===== config.mk =====
export PLATFORM = sky130hd
export DESIGN_NAME = dma_reg_slave_flat
export DESIGN_NICKNAME = d
export VERILOG_FILES = /design/src/rtl/config_pkg.sv /design/src/rtl/dma_pkg.sv /design/src/rtl/DATA_BUS.sv /design/src/rtl/dma_desc_fifo.sv /design/src/rtl/dma_reg_slave.sv /design/src/flat_wrapper.sv
export SDC_FILE = /design/constraint.sdc
export NUM_CORES = 1
export LEC_CHECK = 0
export CORE_MARGIN = 10
export CORE_UTILIZATION = 50
export DETAILED_ROUTE_END_ITERATION = 16
export PLACE_DENSITY = 0.75
export SYNTH_ARGS = -nofsm -noshare
export SYNTH_HDL_FRONTEND = slang
export SYNTH_SLANG_ARGS = --single-unit

===== constraint.sdc =====
create_clock -name clk -period 2.5 [get_ports clk]
set_input_delay 0.25 -clock clk [delete_from_list [all_inputs] [get_ports clk]]
set_output_delay 0.25 -clock clk [all_outputs]
set_load 0.01 [all_outputs]

===== src/rtl/config_pkg.sv =====
// Shared SoC configuration: bus address map entries for the DMA register slave.
package config_pkg;

  localparam logic [31:0] CFG_BADR_DMA = 32'h8000_0000;
  localparam logic [31:0] CFG_MADR_DMA = 32'hFFFF_FFE0;
  localparam int unsigned CFG_DMA      = 3;

endpackage


===== src/rtl/dma_pkg.sv =====
// DMA register slave definitions: register map, bit positions, descriptor and engine state.
package dma_pkg;

  // Word offsets, decoded from addr[4:2]
  localparam logic [2:0] REG_SRC    = 3'd0;
  localparam logic [2:0] REG_DST    = 3'd1;
  localparam logic [2:0] REG_LEN    = 3'd2;
  localparam logic [2:0] REG_CTRL   = 3'd3;
  localparam logic [2:0] REG_STATUS = 3'd4;

  localparam int unsigned CTRL_START  = 0;
  localparam int unsigned CTRL_IRQ_EN = 1;

  localparam int unsigned STAT_BUSY = 0;
  localparam int unsigned STAT_DONE = 1;
  localparam int unsigned STAT_QCNT = 2;
  localparam int unsigned STAT_ERR  = 4;

  typedef struct packed {
    logic [31:0] src;
    logic [31:0] dst;
    logic [15:0] len;
  } dma_desc_t;

  typedef enum logic {StIdle, StActive} dma_state_e;

endpackage


===== src/rtl/DATA_BUS.sv =====
// Simple single-cycle request / one-cycle-later ack data bus.
interface DATA_BUS;

  logic        req;
  logic        we;
  logic [31:0] addr;
  logic [31:0] wdata;
  logic [31:0] rdata;
  logic        ack;

  modport slave  (input req, we, addr, wdata, output rdata, ack);
  modport master (output req, we, addr, wdata, input rdata, ack);

endinterface


===== src/rtl/dma_desc_fifo.sv =====
// Two-entry descriptor FIFO with 1-bit wrapping pointers and an occupancy count.
module dma_desc_fifo
  import dma_pkg::*;
(
  input  logic      clk,
  input  logic      rst,
  input  logic      push,
  input  dma_desc_t push_data,
  input  logic      pop,
  output dma_desc_t head,
  output logic [1:0] count
);

  logic      wr_ptr_q, rd_ptr_q;
  logic [1:0] count_q, count_d;
  dma_desc_t mem_q [2];
  logic      push_ok, pop_ok;

  // Guard against overflow/underflow; a push+pop at count 1 keeps order via the pointers
  always_comb begin
    push_ok = push && (count_q != 2'd2);
    pop_ok  = pop && (count_q != 2'd0);
    count_d = count_q;
    unique case ({push_ok, pop_ok})
      2'b10:   count_d = count_q + 2'd1;
      2'b01:   count_d = count_q - 2'd1;
      default: count_d = count_q;
    endcase
  end

  // Storage, pointers and count
  always_ff @(posedge clk or negedge rst) begin
    if (!rst) begin
      wr_ptr_q <= 1'b0;
      rd_ptr_q <= 1'b0;
      count_q  <= 2'd0;
      for (int i = 0; i < 2; i++) mem_q[i] <= '0;
    end else begin
      if (push_ok) begin
        mem_q[wr_ptr_q] <= push_data;
        wr_ptr_q        <= ~wr_ptr_q;
      end
      if (pop_ok) rd_ptr_q <= ~rd_ptr_q;
      count_q <= count_d;
    end
  end

  assign head  = mem_q[rd_ptr_q];
  assign count = count_q;

endmodule


===== src/rtl/dma_reg_slave.sv =====
// DMA register slave: bus-programmed descriptor queue feeding a DMA engine, with status/irq.
module dma_reg_slave
  import config_pkg::*;
  import dma_pkg::*;
#(
  parameter logic [31:0] base_addr = CFG_BADR_DMA,
  parameter logic [31:0] addr_mask = CFG_MADR_DMA
) (
  input  logic        clk,
  input  logic        rst,
  DATA_BUS.slave      dslv,
  output logic        desc_valid,
  input  logic        desc_ready,
  output logic [31:0] desc_src,
  output logic [31:0] desc_dst,
  output logic [15:0] desc_len,
  input  logic        xfer_done,
  output logic        irq
);

  dma_state_e  state_q, state_d;
  logic [31:0] src_q, src_d, dst_q, dst_d;
  logic [15:0] len_q, len_d;
  logic        irq_en_q, irq_en_d, done_q, done_d, err_q, err_d, irq_q;
  logic        ack_q;
  logic [31:0] rdata_q, rd_data;
  logic        sel, wr, start, push, pop, done_set;
  logic [2:0]  offset;
  logic [1:0]  qcount;
  logic        busy;
  dma_desc_t   head, new_desc;

  dma_desc_fifo u_fifo (
    .clk       (clk),
    .rst       (rst),
    .push      (push),
    .push_data (new_desc),
    .pop       (pop),
    .head      (head),
    .count     (qcount)
  );

  // Address decode, queue control and engine tracking next-state
  always_comb begin
    sel      = dslv.req && ((dslv.addr & addr_mask) == base_addr);
    offset   = dslv.addr[4:2];
    wr       = sel && dslv.we;
    start    = wr && (offset == REG_CTRL) && dslv.wdata[CTRL_START];
    // Full check uses the pre-dequeue count, so a same-cycle pop does not rescue the start
    push     = start && (len_q != 16'd0) && (qcount != 2'd2);
    new_desc = '{src: src_q, dst: dst_q, len: len_q};
    busy     = (state_q == StActive) || (qcount != 2'd0);
    desc_valid = (qcount != 2'd0) && (state_q == StIdle);
    pop      = desc_valid && desc_ready;
    done_set = 1'b0;
    state_d  = state_q;
    unique case (state_q)
      StIdle:   if (pop) state_d = StActive;
      StActive: if (xfer_done) begin
        state_d  = StIdle;
        done_set = 1'b1;
      end
      default:  state_d = StIdle;
    endcase
  end

  // Register file next-state; sticky sets win over W1C clears
  always_comb begin
    src_d    = src_q;
    dst_d    = dst_q;
    len_d    = len_q;
    irq_en_d = irq_en_q;
    done_d   = done_q;
    err_d    = err_q;
    if (wr) begin
      unique case (offset)
        REG_SRC:    src_d    = dslv.wdata;
        REG_DST:    dst_d    = dslv.wdata;
        REG_LEN:    len_d    = dslv.wdata[15:0];
        REG_CTRL:   irq_en_d = dslv.wdata[CTRL_IRQ_EN];
        REG_STATUS: begin
          if (dslv.wdata[STAT_DONE]) done_d = 1'b0;
          if (dslv.wdata[STAT_ERR])  err_d  = 1'b0;
        end
        default: ;
      endcase
    end
    if (done_set) done_d = 1'b1;
    if (start && !push) err_d = 1'b1;
  end

  // Read data mux
  always_comb begin
    rd_data = 32'd0;
    case (offset)
      REG_SRC:    rd_data = src_q;
      REG_DST:    rd_data = dst_q;
      REG_LEN:    rd_data = {16'd0, len_q};
      REG_CTRL:   rd_data = {30'd0, irq_en_q, 1'b0};
      REG_STATUS: rd_data = {27'd0, err_q, qcount, done_q, busy};
      default:    rd_data = 32'd0;
    endcase
  end

  // State, registers, bus response and irq
  always_ff @(posedge clk or negedge rst) begin
    if (!rst) begin
      state_q  <= StIdle;
      src_q    <= 32'd0;
      dst_q    <= 32'd0;
      len_q    <= 16'd0;
      irq_en_q <= 1'b0;
      done_q   <= 1'b0;
      err_q    <= 1'b0;
      irq_q    <= 1'b0;
      ack_q    <= 1'b0;
      rdata_q  <= 32'd0;
    end else begin
      state_q  <= state_d;
      src_q    <= src_d;
      dst_q    <= dst_d;
      len_q    <= len_d;
      irq_en_q <= irq_en_d;
      done_q   <= done_d;
      err_q    <= err_d;
      irq_q    <= irq_en_q && (done_q || err_q);
      ack_q    <= sel;
      rdata_q  <= sel ? rd_data : 32'd0;
    end
  end

  assign dslv.ack   = ack_q;
  assign dslv.rdata = rdata_q;
  assign desc_src   = head.src;
  assign desc_dst   = head.dst;
  assign desc_len   = head.len;
  assign irq        = irq_q;

endmodule


===== src/flat_wrapper.sv =====
// flat-port wrapper written by rule: the top's interface ports become plain ports
module dma_reg_slave_flat import config_pkg::*; import dma_pkg::*;
#(
  parameter logic [31:0] base_addr = CFG_BADR_DMA,
  parameter logic [31:0] addr_mask = CFG_MADR_DMA
)
  (clk, rst, desc_valid, desc_ready, desc_src, desc_dst, desc_len, xfer_done, irq, dslv_req, dslv_we, dslv_addr, dslv_wdata, dslv_rdata, dslv_ack);
  DATA_BUS dslv_i ();
  input  logic clk;
  input  logic rst;
  output logic desc_valid;
  input  logic desc_ready;
  output logic [31:0] desc_src;
  output logic [31:0] desc_dst;
  output logic [15:0] desc_len;
  input  logic xfer_done;
  output logic irq;
  input wire logic [$bits(dslv_i.req)-1:0] dslv_req;
  input wire logic [$bits(dslv_i.we)-1:0] dslv_we;
  input wire logic [$bits(dslv_i.addr)-1:0] dslv_addr;
  input wire logic [$bits(dslv_i.wdata)-1:0] dslv_wdata;
  output wire logic [$bits(dslv_i.rdata)-1:0] dslv_rdata;
  output wire logic [$bits(dslv_i.ack)-1:0] dslv_ack;
  assign dslv_i.req = dslv_req;
  assign dslv_i.we = dslv_we;
  assign dslv_i.addr = dslv_addr;
  assign dslv_i.wdata = dslv_wdata;
  assign dslv_rdata = dslv_i.rdata;
  assign dslv_ack = dslv_i.ack;
  dma_reg_slave #(.base_addr(base_addr), .addr_mask(addr_mask)) u_core (.clk(clk), .rst(rst), .dslv(dslv_i), .desc_valid(desc_valid), .desc_ready(desc_ready), .desc_src(desc_src), .desc_dst(desc_dst), .desc_len(desc_len), .xfer_done(xfer_done), .irq(irq));
endmodule

==> impl_metrics.yaml <==
synthesis:
  syn_inst: 819
  ys_top_cells_by_area: "dfrtp_1 57%, mux2_2 20%, mux2_4 9.7%"
  yosys_most_used_dff: "dfrtp_1"
  synthDominantCellAreaShare: 0.570
  ys_types: 43
  ys_warn_count: 0
  synth_nets: 890
  yosysSeqAreaShare: 0.570
  yosys.area.top_type: "dfrtp_1"
  synth_edf_count: 0
  async_flop_share: 1.00
  synth_top_cells_by_count: "282 x dfrtp_1, 220 x mux2_2, 80 x mux2_4, 25 x clkbuf_1"
  ys_ff_latch: 282
  netlist_area_mm2: 0.0124
  avgSynthCellArea_um2: 15.1
  synth.most_common_cell: "dfrtp_1"
worst_setup_path:
  crit_arrival_ns: 2.21
  worst_setup_path_end_kind: "primary output"
  start_kind: "flop"
  critPathKind: "reg -> out"
  cp_max_fo: 25
  cp.required_ns: 2.25
cts:
  clk_pin_slew_ns: 0.06
  cts_made_buffers: 30
  htree_num_levels: 1
  cts_tree: "yes"
  clock_latency_ns: 0.55
  cts.path.max_buffers: 3
  cts-root-buf: "clkbuf_16"
  clock-sinks: 282
die:
  start_util: 0.509
  fp-row-count: 57
  die_h_um: 177
  io_pins: 185
  fp.coreArea_mm2: 0.0243
  die_w_um: 177
  die_area_mm2: 0.0314
power:
  cellLeakagePower_nw: 7.87
  irDropWorstVdd_mv: 0.390
  power_density_mw_per_mm2: 597
timing:
  rsz0062_at_grt: "false"
  period_needed_ns: 2.46
  fmax_mhz: 407
  hold_viol_final: 0
  maxSlewViolCount: 0
  relSlewSlack: 0.551
  finalClockSkew_ns: 0.0221
  setup_violations: 0
  whs_ns: 0.109
  worstMarginPinSlew_ns: 0.674
  fin_crit_sh: 0.982
global_routing:
  track_usage: 0.187
  grt_max_degree: 95
  grt_pass1_vias: 8168
  grt_pass1_wl_um: 46900
  grt_overflow: 0
  antenna_found_initial: 0
detailed_routing:
  routed.top_layer: "met4"
  via_per_inst: 5.37
  wl_met1_um: 12900
  route.met2.wl_um: 14300
  drtPass1Iterations: 4
  drt_wl_total_um: 29300
  drtIter0Drc: 529
  wl_met3_um: 1670
  postRouteAntennaNets: 0
  dr_total_vias: 7377
  wl_per_cell_um: 21.4
  drcViolationCount: 0
cells_and_area:
  insertedDiodeCount: 0
  syn_to_final_growth_pct: 29.2
  fillCellCount: 1761
  fin_cells: 1374
  drive_above_1_share: 0.393
  multiInputGateArea_mm2: 0.00510
  regArea_mm2: 0.00706
  fin_nets: 1098
  final_util: 0.657
flow_run:
  max-cap-violations: 0
placement:
  post-dp-hpwl_um: 19700
  port_buffers: 182
  post-place-cells: 1316
  place.gp.congestion: 0.855
outcome:
  status: "finished clean"
worst_hold_path:
  worstHoldPathType: "in -> async"
[metrics by stage]
step / total power, mW / TNS, ns / area [µm²] / worst slack, ns
final: 9.54 / 0 / 16000 / 0.0439
after global routing: 9.87 / 0 / 16000 / 0.00484
after CTS: 9.64 / 0 / 16000 / 0.0427
after detailed placement: 4.95 / -70.19 / 14900 / -0.386
after global placement: 4.95 / -78.60 / 14900 / -0.433
after floorplan: 4.69 / 0 / 12400 / 0.157
[critical path: stages, from the launching register on]
cell,delay (ns)
dfrtp_4,0.53
buf_12,0.23
mux2_2,0.39
clkdlybuf4s50_1,0.50
[cell type report]
cell class	instances	share of cell area
Sequential cell	282	0.442
Multi-Input combinational cell	484	0.319
Timing Repair Buffer	225	0.147
Clock buffer	36	0.0516
Tap cell	324	0.0254
Clock inverter	19	0.0147
Inverter	4	0.000939
[final timing paths]
check / startpoint / to / slack [ns] / cells after the start
max: u_core.u_fifo.rd_ptr_q / desc_dst[3] / 0.04 / 3
min: rst / u_core.u_fifo.mem_q[131] / 0.11 / 2
max reg2reg: u_core.len_q[4] / u_core.u_fifo.mem_q[69] / 0.21 / 5
min reg2reg: u_core.u_fifo.mem_q[115] / u_core.u_fifo.mem_q[115] / 0.50 / 1
max in group asynchronous: rst / u_core.u_fifo.mem_q[139] / 1.49 / 3
min in group clk: xfer_done / u_core.done_q / 0.30 / 3
[what timing repair did]
| item | 4_1_cts | 5_1_grt |
|---|---|---|
| endpoints found under the hold margin | 279 | 0 |
| endpoints found under the setup margin | 60 | 81 |
| pin swaps | 0 | 0 |
| buffers inserted | 2 | 0 |
| resized for setup | 0 | 2 |
| hold buffers | 1 | 0 |
[registers in the layout (all words and copies together), names as in the netlist]
signal,cells
u_core.done_q,1
u_core.dslv.ack,1
u_core.dslv.rdata,32
u_core.dst_q,32
u_core.err_q,1
u_core.irq,1
u_core.irq_en_q,1
u_core.len_q,16
u_core.src_q,32
u_core.state_q,1
u_core.u_fifo.count,2
u_core.u_fifo.mem_q,160
u_core.u_fifo.rd_ptr_q,1
u_core.u_fifo.wr_ptr_q,1
[report_power, final]
group | total (mW) | switching, mW | internal (mW) | leakage [nW]
Sequential | 4.57 | 0.00125 | 4.57 | 3.93
Clock | 4.68 | 1.82 | 2.86 | 0.520
Combinational | 0.295 | 0.166 | 0.128 | 3.42
Total | 9.54 | 1.99 | 7.56 | 7.87
[layout by cell type, fill, tap and decap left out, types with 3 or more instances in the layout]
master / instances
and2_1: 15
nor2_1: 6
xnor2_1: 3
clkbuf_16: 31
a2bb2oi_1: 4
inv_1: 4
o21ai_0: 17
a22oi_1: 17
bufinv_16: 5
nand4_1: 3
nor4_1: 6
nor2b_1: 19
nand2_1: 22
buf_12: 15
clkinv_2: 9
nor4_2: 3
mux2_1: 22
clkbuf_8: 3
mux2i_1: 15
clkinvlp_4: 3
mux2_2: 220
clkdlybuf4s50_1: 181
mux2_4: 80
dfrtp_1: 281
o31ai_1: 3
buf_4: 26
nor3_2: 3
[logic make-up (layout without fill, tap and decap cells)]
group / Yosys count / after routing / share of synthesized area
buffers and inverters: 53 / 284 / 0.0226
DFF: 282 / 282 / 0.570
adders and majority gates: 1 / 1 / 0.00101
AOI/OAI and AO/OA: 45 / 45 / 0.0242
muxes: 337 / 337 / 0.329
xor gates and xnor gates: 4 / 4 / 0.00283
and+or+nand+nor: 97 / 97 / 0.0497
[layer usage]
layer  global-route usage  up-vias
met3               0.0357       37
met2                0.312      169
met1                0.249     3815
met5                    0        -
met4               0.0438        0
li1                     -     3356
Note: power is estimated with default switching activity, not from simulation.
